### src/rtl/ball_vga_render.sv
// VGA renderer for the bouncing ball: raw timing, tear-free per-frame position
// latch, and a three-stage distance/colour pipeline with delay-matched syncs.
module ball_vga_render #(
   parameter int H_ACTIVE = 640,
   parameter int H_FP     = 16,
   parameter int H_SYNC   = 96,
   parameter int H_BP     = 48,
   parameter int V_ACTIVE = 480,
   parameter int V_FP     = 10,
   parameter int V_SYNC   = 2,
   parameter int V_BP     = 33,
   parameter int BALL_X   = 320,
   parameter int RADIUS   = 8,
   parameter int TOP      = 20,
   parameter int BOTTOM   = 310
) (
   input  logic        clk,
   input  logic        rst,
   input  logic [16:0] position,
   input  logic [8:0]  handline,
   output logic        hsync,
   output logic        vsync,
   output logic        de,
   output logic [11:0] rgb,
   output logic        frame_start
);
   localparam int H_TOTAL = H_ACTIVE + H_FP + H_SYNC + H_BP;
   localparam int V_TOTAL = V_ACTIVE + V_FP + V_SYNC + V_BP;

   localparam logic [9:0]  H_LAST    = 10'(H_TOTAL - 1);
   localparam logic [9:0]  V_LAST    = 10'(V_TOTAL - 1);
   localparam logic [9:0]  H_ACT     = 10'(H_ACTIVE);
   localparam logic [9:0]  V_ACT     = 10'(V_ACTIVE);
   localparam logic [9:0]  HS_BEG    = 10'(H_ACTIVE + H_FP);
   localparam logic [9:0]  HS_END    = 10'(H_ACTIVE + H_FP + H_SYNC);
   localparam logic [9:0]  VS_BEG    = 10'(V_ACTIVE + V_FP);
   localparam logic [9:0]  VS_END    = 10'(V_ACTIVE + V_FP + V_SYNC);
   localparam logic [16:0] POS_MAX   = 17'(V_ACTIVE - 1);
   localparam logic [9:0]  ROW_MAX   = 10'(V_ACTIVE - 1);
   localparam logic [16:0] POS_RST   = 17'(BOTTOM);
   localparam logic [9:0]  FPOS_RST  = 10'(BOTTOM);
   localparam logic [10:0] BX        = 11'(BALL_X);
   localparam logic [21:0] R_SQ      = 22'(RADIUS * RADIUS);
   localparam logic [9:0]  ROW_CEIL  = 10'(TOP - RADIUS);
   localparam logic [9:0]  ROW_FLOOR = 10'(BOTTOM + RADIUS);

   localparam logic [11:0] C_OFF  = 12'h000;
   localparam logic [11:0] C_BALL = 12'hF00;
   localparam logic [11:0] C_HAND = 12'h0F0;
   localparam logic [11:0] C_WALL = 12'hFFF;
   localparam logic [11:0] C_BG   = 12'h003;

   logic [9:0]  h_cnt_q, h_cnt_d, v_cnt_q, v_cnt_d;
   logic [16:0] pos_m_q, pos_m_d, pos_s_q, pos_s_d, pos_p_q, pos_p_d;
   logic [16:0] stable_pos_q, stable_pos_d;
   logic [8:0]  hand_m_q, hand_m_d, hand_s_q, hand_s_d, hand_p_q, hand_p_d;
   logic [8:0]  stable_hand_q, stable_hand_d;
   logic [9:0]  frame_pos_q, frame_pos_d;
   logic [8:0]  frame_hand_q, frame_hand_d;
   logic        frame_start_q, frame_start_d;
   logic [10:0] dx1_q, dx1_d, dy1_q, dy1_d;
   logic        hand1_q, hand1_d, wall1_q, wall1_d;
   logic        de1_q, de1_d, hs1_q, hs1_d, vs1_q, vs1_d;
   logic [21:0] sq2_q, sq2_d;
   logic        hand2_q, hand2_d, wall2_q, wall2_d;
   logic        de2_q, de2_d, hs2_q, hs2_d, vs2_q, vs2_d;
   logic [11:0] rgb_q, rgb_d;
   logic        de_q, de_d, hsync_q, hsync_d, vsync_q, vsync_d;

   logic        latch;
   logic [10:0] hx, vy, fy;
   logic [21:0] dxw, dyw;

   always_comb begin
      h_cnt_d = (h_cnt_q == H_LAST) ? '0 : h_cnt_q + 10'd1;
      v_cnt_d = v_cnt_q;
      if (h_cnt_q == H_LAST)
         v_cnt_d = (v_cnt_q == V_LAST) ? '0 : v_cnt_q + 10'd1;

      // Only accept a synchronised value once it has held for two cycles
      pos_m_d       = position;
      pos_s_d       = pos_m_q;
      pos_p_d       = pos_s_q;
      stable_pos_d  = (pos_s_q == pos_p_q) ? pos_s_q : stable_pos_q;
      hand_m_d      = handline;
      hand_s_d      = hand_m_q;
      hand_p_d      = hand_s_q;
      stable_hand_d = (hand_s_q == hand_p_q) ? hand_s_q : stable_hand_q;

      latch         = (h_cnt_q == '0) && (v_cnt_q == V_ACT);
      frame_start_d = latch;
      frame_pos_d   = frame_pos_q;
      frame_hand_d  = frame_hand_q;
      if (latch) begin
         frame_pos_d  = (stable_pos_q > POS_MAX) ? ROW_MAX : stable_pos_q[9:0];
         frame_hand_d = stable_hand_q;
      end

      hx      = {1'b0, h_cnt_q};
      vy      = {1'b0, v_cnt_q};
      fy      = {1'b0, frame_pos_q};
      dx1_d   = (hx >= BX) ? hx - BX : BX - hx;
      dy1_d   = (vy >= fy) ? vy - fy : fy - vy;
      hand1_d = (frame_hand_q != '0) && (v_cnt_q == {1'b0, frame_hand_q});
      wall1_d = (v_cnt_q == ROW_CEIL) || (v_cnt_q == ROW_FLOOR);
      de1_d   = (h_cnt_q < H_ACT) && (v_cnt_q < V_ACT);
      hs1_d   = !((h_cnt_q >= HS_BEG) && (h_cnt_q < HS_END));
      vs1_d   = !((v_cnt_q >= VS_BEG) && (v_cnt_q < VS_END));

      dxw     = {11'b0, dx1_q};
      dyw     = {11'b0, dy1_q};
      sq2_d   = dxw * dxw + dyw * dyw;
      hand2_d = hand1_q;
      wall2_d = wall1_q;
      de2_d   = de1_q;
      hs2_d   = hs1_q;
      vs2_d   = vs1_q;

      if (!de2_q)
         rgb_d = C_OFF;
      else if (sq2_q <= R_SQ)
         rgb_d = C_BALL;
      else if (hand2_q)
         rgb_d = C_HAND;
      else if (wall2_q)
         rgb_d = C_WALL;
      else
         rgb_d = C_BG;
      de_d    = de2_q;
      hsync_d = hs2_q;
      vsync_d = vs2_q;
   end

   always_ff @(posedge clk or posedge rst) begin
      if (rst) begin
         h_cnt_q       <= '0;
         v_cnt_q       <= '0;
         pos_m_q       <= '0;
         pos_s_q       <= '0;
         pos_p_q       <= '0;
         stable_pos_q  <= POS_RST;
         hand_m_q      <= '0;
         hand_s_q      <= '0;
         hand_p_q      <= '0;
         stable_hand_q <= '0;
         frame_pos_q   <= FPOS_RST;
         frame_hand_q  <= '0;
         frame_start_q <= 1'b0;
         dx1_q         <= '0;
         dy1_q         <= '0;
         hand1_q       <= 1'b0;
         wall1_q       <= 1'b0;
         de1_q         <= 1'b0;
         hs1_q         <= 1'b1;
         vs1_q         <= 1'b1;
         sq2_q         <= '0;
         hand2_q       <= 1'b0;
         wall2_q       <= 1'b0;
         de2_q         <= 1'b0;
         hs2_q         <= 1'b1;
         vs2_q         <= 1'b1;
         rgb_q         <= '0;
         de_q          <= 1'b0;
         hsync_q       <= 1'b1;
         vsync_q       <= 1'b1;
      end else begin
         h_cnt_q       <= h_cnt_d;
         v_cnt_q       <= v_cnt_d;
         pos_m_q       <= pos_m_d;
         pos_s_q       <= pos_s_d;
         pos_p_q       <= pos_p_d;
         stable_pos_q  <= stable_pos_d;
         hand_m_q      <= hand_m_d;
         hand_s_q      <= hand_s_d;
         hand_p_q      <= hand_p_d;
         stable_hand_q <= stable_hand_d;
         frame_pos_q   <= frame_pos_d;
         frame_hand_q  <= frame_hand_d;
         frame_start_q <= frame_start_d;
         dx1_q         <= dx1_d;
         dy1_q         <= dy1_d;
         hand1_q       <= hand1_d;
         wall1_q       <= wall1_d;
         de1_q         <= de1_d;
         hs1_q         <= hs1_d;
         vs1_q         <= vs1_d;
         sq2_q         <= sq2_d;
         hand2_q       <= hand2_d;
         wall2_q       <= wall2_d;
         de2_q         <= de2_d;
         hs2_q         <= hs2_d;
         vs2_q         <= vs2_d;
         rgb_q         <= rgb_d;
         de_q          <= de_d;
         hsync_q       <= hsync_d;
         vsync_q       <= vsync_d;
      end
   end

   assign hsync       = hsync_q;
   assign vsync       = vsync_q;
   assign de          = de_q;
   assign rgb         = rgb_q;
   assign frame_start = frame_start_q;
endmodule
### config.mk
export PLATFORM = sky130hd
export DESIGN_NAME = ball_vga_render
export DESIGN_NICKNAME = d
export VERILOG_FILES = /design/src/rtl/ball_vga_render.sv
export SDC_FILE = /design/constraint.sdc
export NUM_CORES = 1
export LEC_CHECK = 0
export BUFFER_PORTS_ARGS = -buffer_cell sky130_fd_sc_hd__buf_4
export CAP_MARGIN = 20
export CORE_ASPECT_RATIO = 0.75
export CORE_MARGIN = 2
export CORE_UTILIZATION = 64
export DETAILED_ROUTE_END_ITERATION = 16
export MAX_ROUTING_LAYER = met4
export PLACE_DENSITY = 0.85
export SYNTH_ARGS = -nofsm -noshare
export SYNTH_HDL_FRONTEND = slang
export SYNTH_SLANG_ARGS = --single-unit
### constraint.sdc
create_clock -name clk -period 8.9 [get_ports clk]
set_input_delay 2.225 -clock clk [delete_from_list [all_inputs] [get_ports clk]]
set_output_delay 2.225 -clock clk [all_outputs]
set_load 0.005 [all_outputs]
; ---- Word level (Yosys, flattened, before mapping)
; Index checks and enable logic that the tools add are counted.
[totals]
reg_bits = 213
output_inout_bits = 16
elab_cells = 76
[op_classes]
addsub = 7
multipliers = 2
magnitude_cmp = 10
n_eq_ne = 8
muxes = 9
n_reduce_logical = 10
[op_table]
columns = operator, count
row1 = $mux 12, 4
row2 = $mul 11x11->22, 2
row3 = $mux 10, 3
row4 = $add 22x22->22, 1
row5 = $le 22x7->1 const B, 1
row6 = $mux 11, 2
row7 = $sub 10x10->11, 2
row8 = $add 10x1->10 const B, 2
row9 = $eq 10x10->1 const B, 2
row10 = $eq 10x9->1 const B, 2
row11 = $ge 10x9->1 const B, 2
row12 = $lt 10x10->1 const B, 2
row13 = $lt 10x9->1 const B, 2
row14 = $eq 17x17->1, 1
row15 = $gt 17x9->1 const B, 1
row16 = $sub 10x9->11 const B, 1
row17 = $sub 9x10->11 const A, 1
row18 = $eq 10x4->1 const B, 1
row19 = $eq 10x9->1, 1
row20 = $ge 10x10->1, 1
row21 = $ge 10x10->1 const B, 1
row22 = $logic_not 10->1, 1
row23 = $eq 9x9->1, 1
row24 = $reduce_bool 9->1, 1
row25 = other kinds (3), 8

; ---- Logic depth before layout (Yosys ltp)
[logic_depth]
ltp_word = 4
ltp_mapped = 23
mapped_depth_nobuf = 21

; ---- Worst setup path after synthesis
; Ideal clock, no wire load.
[synth_path]
path_kind = register -> register
startpoint = register dy1_q[2]
endpoint = register sq2_q[19]
setup_ns = 0.080
t_arrival_ns = 6.118
required_ns = 8.820
slack_ns = 2.703
stages_incl_launch_ff = 22
cell_sequence = dfrtp_1 clkbuf_1 nand2_1 fa_1 inv_1 fa_1 inv_1 fa_1 inv_1 fa_1 fa_1 fa_1 inv_1 fa_1 inv_1 ha_1 o21a_1 o21a_1 a31o_2 a221o_1 a21oi_2 xnor2_1
[synth_between]
elab_chain_len = 2
[synth_lines]
columns = element, line_no
row1 = start: declaration, 61  ; logic [10:0] dx1_q, dx1_d, dy1_q, dy1_d;
row2 = start signal: assignment, 181  ; dy1_q <= dy1_d;
row3 = $mul 11x11->22, 112  ; sq2_d = dxw * dxw + dyw * dyw;
row4 = $add 22x22->22, 112
row5 = via sq2_d[19], 64  ; logic [21:0] sq2_q, sq2_d;
row6 = end signal: assignment, 187  ; sq2_q <= sq2_d;
row7 = end: declaration, 64
; The timed path passes the listed nets, and every way through them passes these cells.
; A chain may end at the register's enable or synchronous reset.

; ---- Worst setup path in the final report
[layout_path]
startpoint = register dx1_q[3]
endpoint = register sq2_q[20]
[layout_between]
elab_chain_len = 2
[layout_lines]
columns = element, line_no
row1 = start: declaration, 61
row2 = start signal: assignment, 149  ; dx1_q <= '0;
row3 = start signal: assignment, 180  ; dx1_q <= dx1_d;
row4 = $mul 11x11->22, 112
row5 = $add 22x22->22, 112
row6 = via sq2_d[20], 64
; The timed path passes the listed nets, and every way through them passes these cells.

==> impl_results.md <==
- EDFF count, synth: 0
- DRC: 0
- Antenna-violating nets left: 0
- Clk_lat worst skew: approximately 0.51 ns
- Fraction of synthesized area in multiplexers: about 3.7%
- CTS Buffer Depth: 3
- Initial drt markers: between 700 and 800
- Initial Util: 65.1%
- Leakage: 8.44 nW
- Slew headroom: a little over a quarter
- Pre-CTS setup slack: 2.36 ns
- Final instance area: approximately 16000 µm²
- Critical Path AT: between 7 and 8 ns
- Placed cell areas: ~15000 µm²
- CTS tree: built
- Die H: approximately 140 µm
- Seq cells post-synth: approximately 210
- Syn_nets: approximately 1700
- Final setup fails: 0
- Status: finished, final reports clean
- Post-Synth Adder-Cell Area: roughly a third
- Worst-path clk slew: roughly 0.070 ns
- Largest net degree at the start of global routing: 120
- Setup Buffers After CTS: 0
- Wire length per cell: around 17 µm
- Max-cap viol count: 0
- Crit share post-route: ~75%
- Cells taking the most area after synthesis: dfrtp_1, fa_1, ha_1
- Synth unique cells: between 60 and 70
- Core area: 23000 µm²
- Hold_buf cts: 0
- Synthesized instance count: between 1000 and 1500
- Flop pwr share: 52.0%
- Die ar.: 24600 µm²
- Setup CP Type: reg -> reg
- Setup Total Neg Slack: 0 ns
- Synth Cell Area: ~15000 µm²
- Sink Count: ~210
- Sw frac: 21.4%
- Rows: 48
- Vias in the first global route: just under 10000
- Clk pwr share: 45.7%
- Power consumption: 1.86 mW
- Sequential area share after synthesis: approximately a third
- Hold Crit Class: reg -> reg
- Final net count: between 1500 and 2000
- Comb pwr share: roughly 2.4%
- CP required: slightly above 9 ns
- P_int: between 1 and 1.5 mW
- Initial antenna violation count: 0
- Worst setup EP type: flop
- Total congestion overflow: 0
- Tightest Pin Transition: about 1.1 ns
- Largest family of logic cells by synthesized area: adder cells
- Final WS setup: 2.24 ns
- Synth warn: 0
- Vias per cell: about 5.5
- Drt pass-1 iters: 5
- Max-slew violation count: 0
- HPWL Detailed: between 20000 and 25000 µm
- Total Wirelength: approximately 29000 µm
- CTS resizes: 0
- Async SR Flop Fraction: 100%
- Pwr Density: ~120 nW/µm²
- First-pass GRT wire length: 47500 µm
- Placed Cells: ~1700
- Final critical-path required period: 6.66 ns
- Max H-tree Level: 1
- CTS Root Cell: clkbuf_16
- Simple-gate share of the synthesized area: 9.40%
- IO buf count: 43
- Num CTS Buffers: 21
- Ys flop type: dfrtp_1
- GRT Total Usage: between 20% and 30%
- Layout Area Growth over Synthesis: 7.72%
- VDD IR max: 0.000182 V
- I/O pin total: 44
- Compound-gate portion of the synthesized area: slightly below 6%
- Final cell count without fillers: 1706
- Startpoint type of the worst setup path: flop
- Top cell type's share of synthesized area: 31.6%
- RePlAce Congestion: roughly 0.94
- Sw Pwr: ~0.4 mW
- Crit path max fanout: 11
- Final Hold Fails: 0
- Synth area leader: dfrtp_1
- Vias after detailed routing: between 9000 and 10000
- XOR/XNOR Fraction of Synth Area: just over 5%
- Fmax: roughly 150 MHz
- Layout cells sized above 1: 10.8%
- Worst Skew: roughly 0.021 ns
- Post-Syn Area per Cell: 10.9 µm²
- Die width: 181 µm
- RSZ-0062 raised after global routing: no
## routing by layer
layer / track usage [%] / part of all wire (%) / up-vias
li1: - / - / 4334
met1: 34.7 / 44 / 4771
met2: 39.5 / 48 / 258
met3: 4.02 / 6.4 / 36
met4: 5.24 / 1.8 / 0
met5: - / 0 / -
## cell usage in the layout (no fill, tap or decap), types with 4 or more instances in the layout
master	instances
dfrtp_1	189
a21o_1	13
nand3_1	19
xnor2_1	58
nand2b_1	6
o22ai_1	5
nor3_1	13
clkbuf_16	21
a31oi_1	7
fa_1	164
and2_1	60
mux2i_1	12
a21oi_2	5
dfstp_2	16
clkbuf_1	4
nor2b_1	10
mux2_2	37
clkinv_2	4
nand2_1	74
o21ai_0	40
buf_4	44
inv_1	289
xor2_1	30
ha_1	128
nand4_1	9
a21oi_1	33
nor2_1	30
and3_1	6
nor4_1	12
## through the flow
stage,hold slack [ns],utilization [%]
after CTS,0.348,70.0
after detailed placement,0.335,67.1
after floorplan,0.331,-
final,0.344,70.1
after global routing,0.351,70.1
after global placement,0.332,67.1
## kinds of logic after synthesis
family                   Yosys count
multiplexers                      50
AND/OR/NAND/NOR                  261
flip-flops                       205
adder cells (fa/ha/maj)          292
XOR/XNOR                          88
AO/OA/AOI/OAI                    137
buffers and inverters            341
## area by class of cell
| type | instances | area (µm²) |
|---|---|---|
| multi-input cells | 828 | 8490 |
| fillers | 1578 | 6870 |
| flip-flops and latches | 205 | 5150 |
| inverters | 290 | 1100 |
| clock buffers | 28 | 582 |
| well taps | 300 | 375 |
| repair buffers | 45 | 350 |
| clock inverters | 9 | 81.3 |
| diodes | 1 | 2.50 |
## critical path: stages (launching register included)
cell and delay, ns:
dfrtp_1 0.69, and2_1 0.25, inv_1 0.07, fa_1 0.53, inv_1 0.05, fa_1 0.47, inv_1 0.05, fa_1 0.50
inv_1 0.05, fa_1 0.50, fa_1 0.53, fa_1 0.54, inv_1 0.05, fa_1 0.52, inv_1 0.04, ha_1 0.34
and2_1 0.21, nand4_1 0.10, a21oi_1 0.05, nand2b_1 0.26, a2111oi_0 0.60, nor3_1 0.12
## power by group through the flow
stage / clock network [mW] / logic (mW) / registers [mW]
global placement: 0 / 0.0425 / 0.982
CTS: 0.867 / 0.0448 / 0.967
global route: 0.905 / 0.0505 / 0.968
finish: 0.850 / 0.0439 / 0.967
detailed placement: 0 / 0.0440 / 0.983
floorplan: 0 / 0.0266 / 0.979
## cell usage after synthesis (2+ instances only)
library cell  instances
a221oi_1              2
a21oi_2               5
or2_2                 2
clkbuf_1             28
buf_1                 2
nor3_1               13
a211oi_1              2
a21o_1               13
xnor2_1              58
a31oi_1               7
inv_1               290
nor2b_1              10
buf_4                10
o21bai_1              2
a41o_1                2
o41ai_1               3
nor4_1               12
o211ai_1              3
o22ai_1               5
a21oi_1              33
clkbuf_2              2
nand3_1              19
a21boi_0              3
nand3b_1              2
dfstp_2              16
o31ai_1               3
nand4_2               2
nand4_1               9
mux2_2               37
dfrtp_1             189
ha_1                128
nor2_2                2
nand2_1              74
nand2b_1              6
fa_1                164
or4_1                 3
buf_2                 9
and3_1                6
xor2_1               30
o21ai_0              40
nor2_1               30
and2_1               60
o21a_1                3
mux2i_1              12
a31o_2                2
## final timing paths
path / start / end / slack (ns) / depth (start not counted)
setup / recovery: dx1_q[3] / sq2_q[20] / 2.24 / 21
min in group asynchronous: rst / pos_p_d[1] / 1.85 / 2
setup reg to reg: dx1_q[3] / sq2_q[20] / 2.24 / 21
max in group asynchronous: rst / stable_pos_q[8] / 5.67 / 4
hold / removal: de1_q / de2_q / 0.34 / 0
hold reg to reg: de1_q / de2_q / 0.34 / 0
## flip-flops by register name (all words and copies together) (netlist names), 4 cells and up
name and count:
pos_m_q 17, hand_p_d 9, stable_pos_q 17, frame_pos_q 10, v_cnt_q 10, rgb 4, hand_m_q 9, pos_p_d 17
stable_hand_q 9, h_cnt_q 10, dy1_q 11, dx1_q 11, pos_p_q 17, hand_p_q 9, sq2_q 22, frame_hand_q 9
Power figures use the tool's default switching activity.
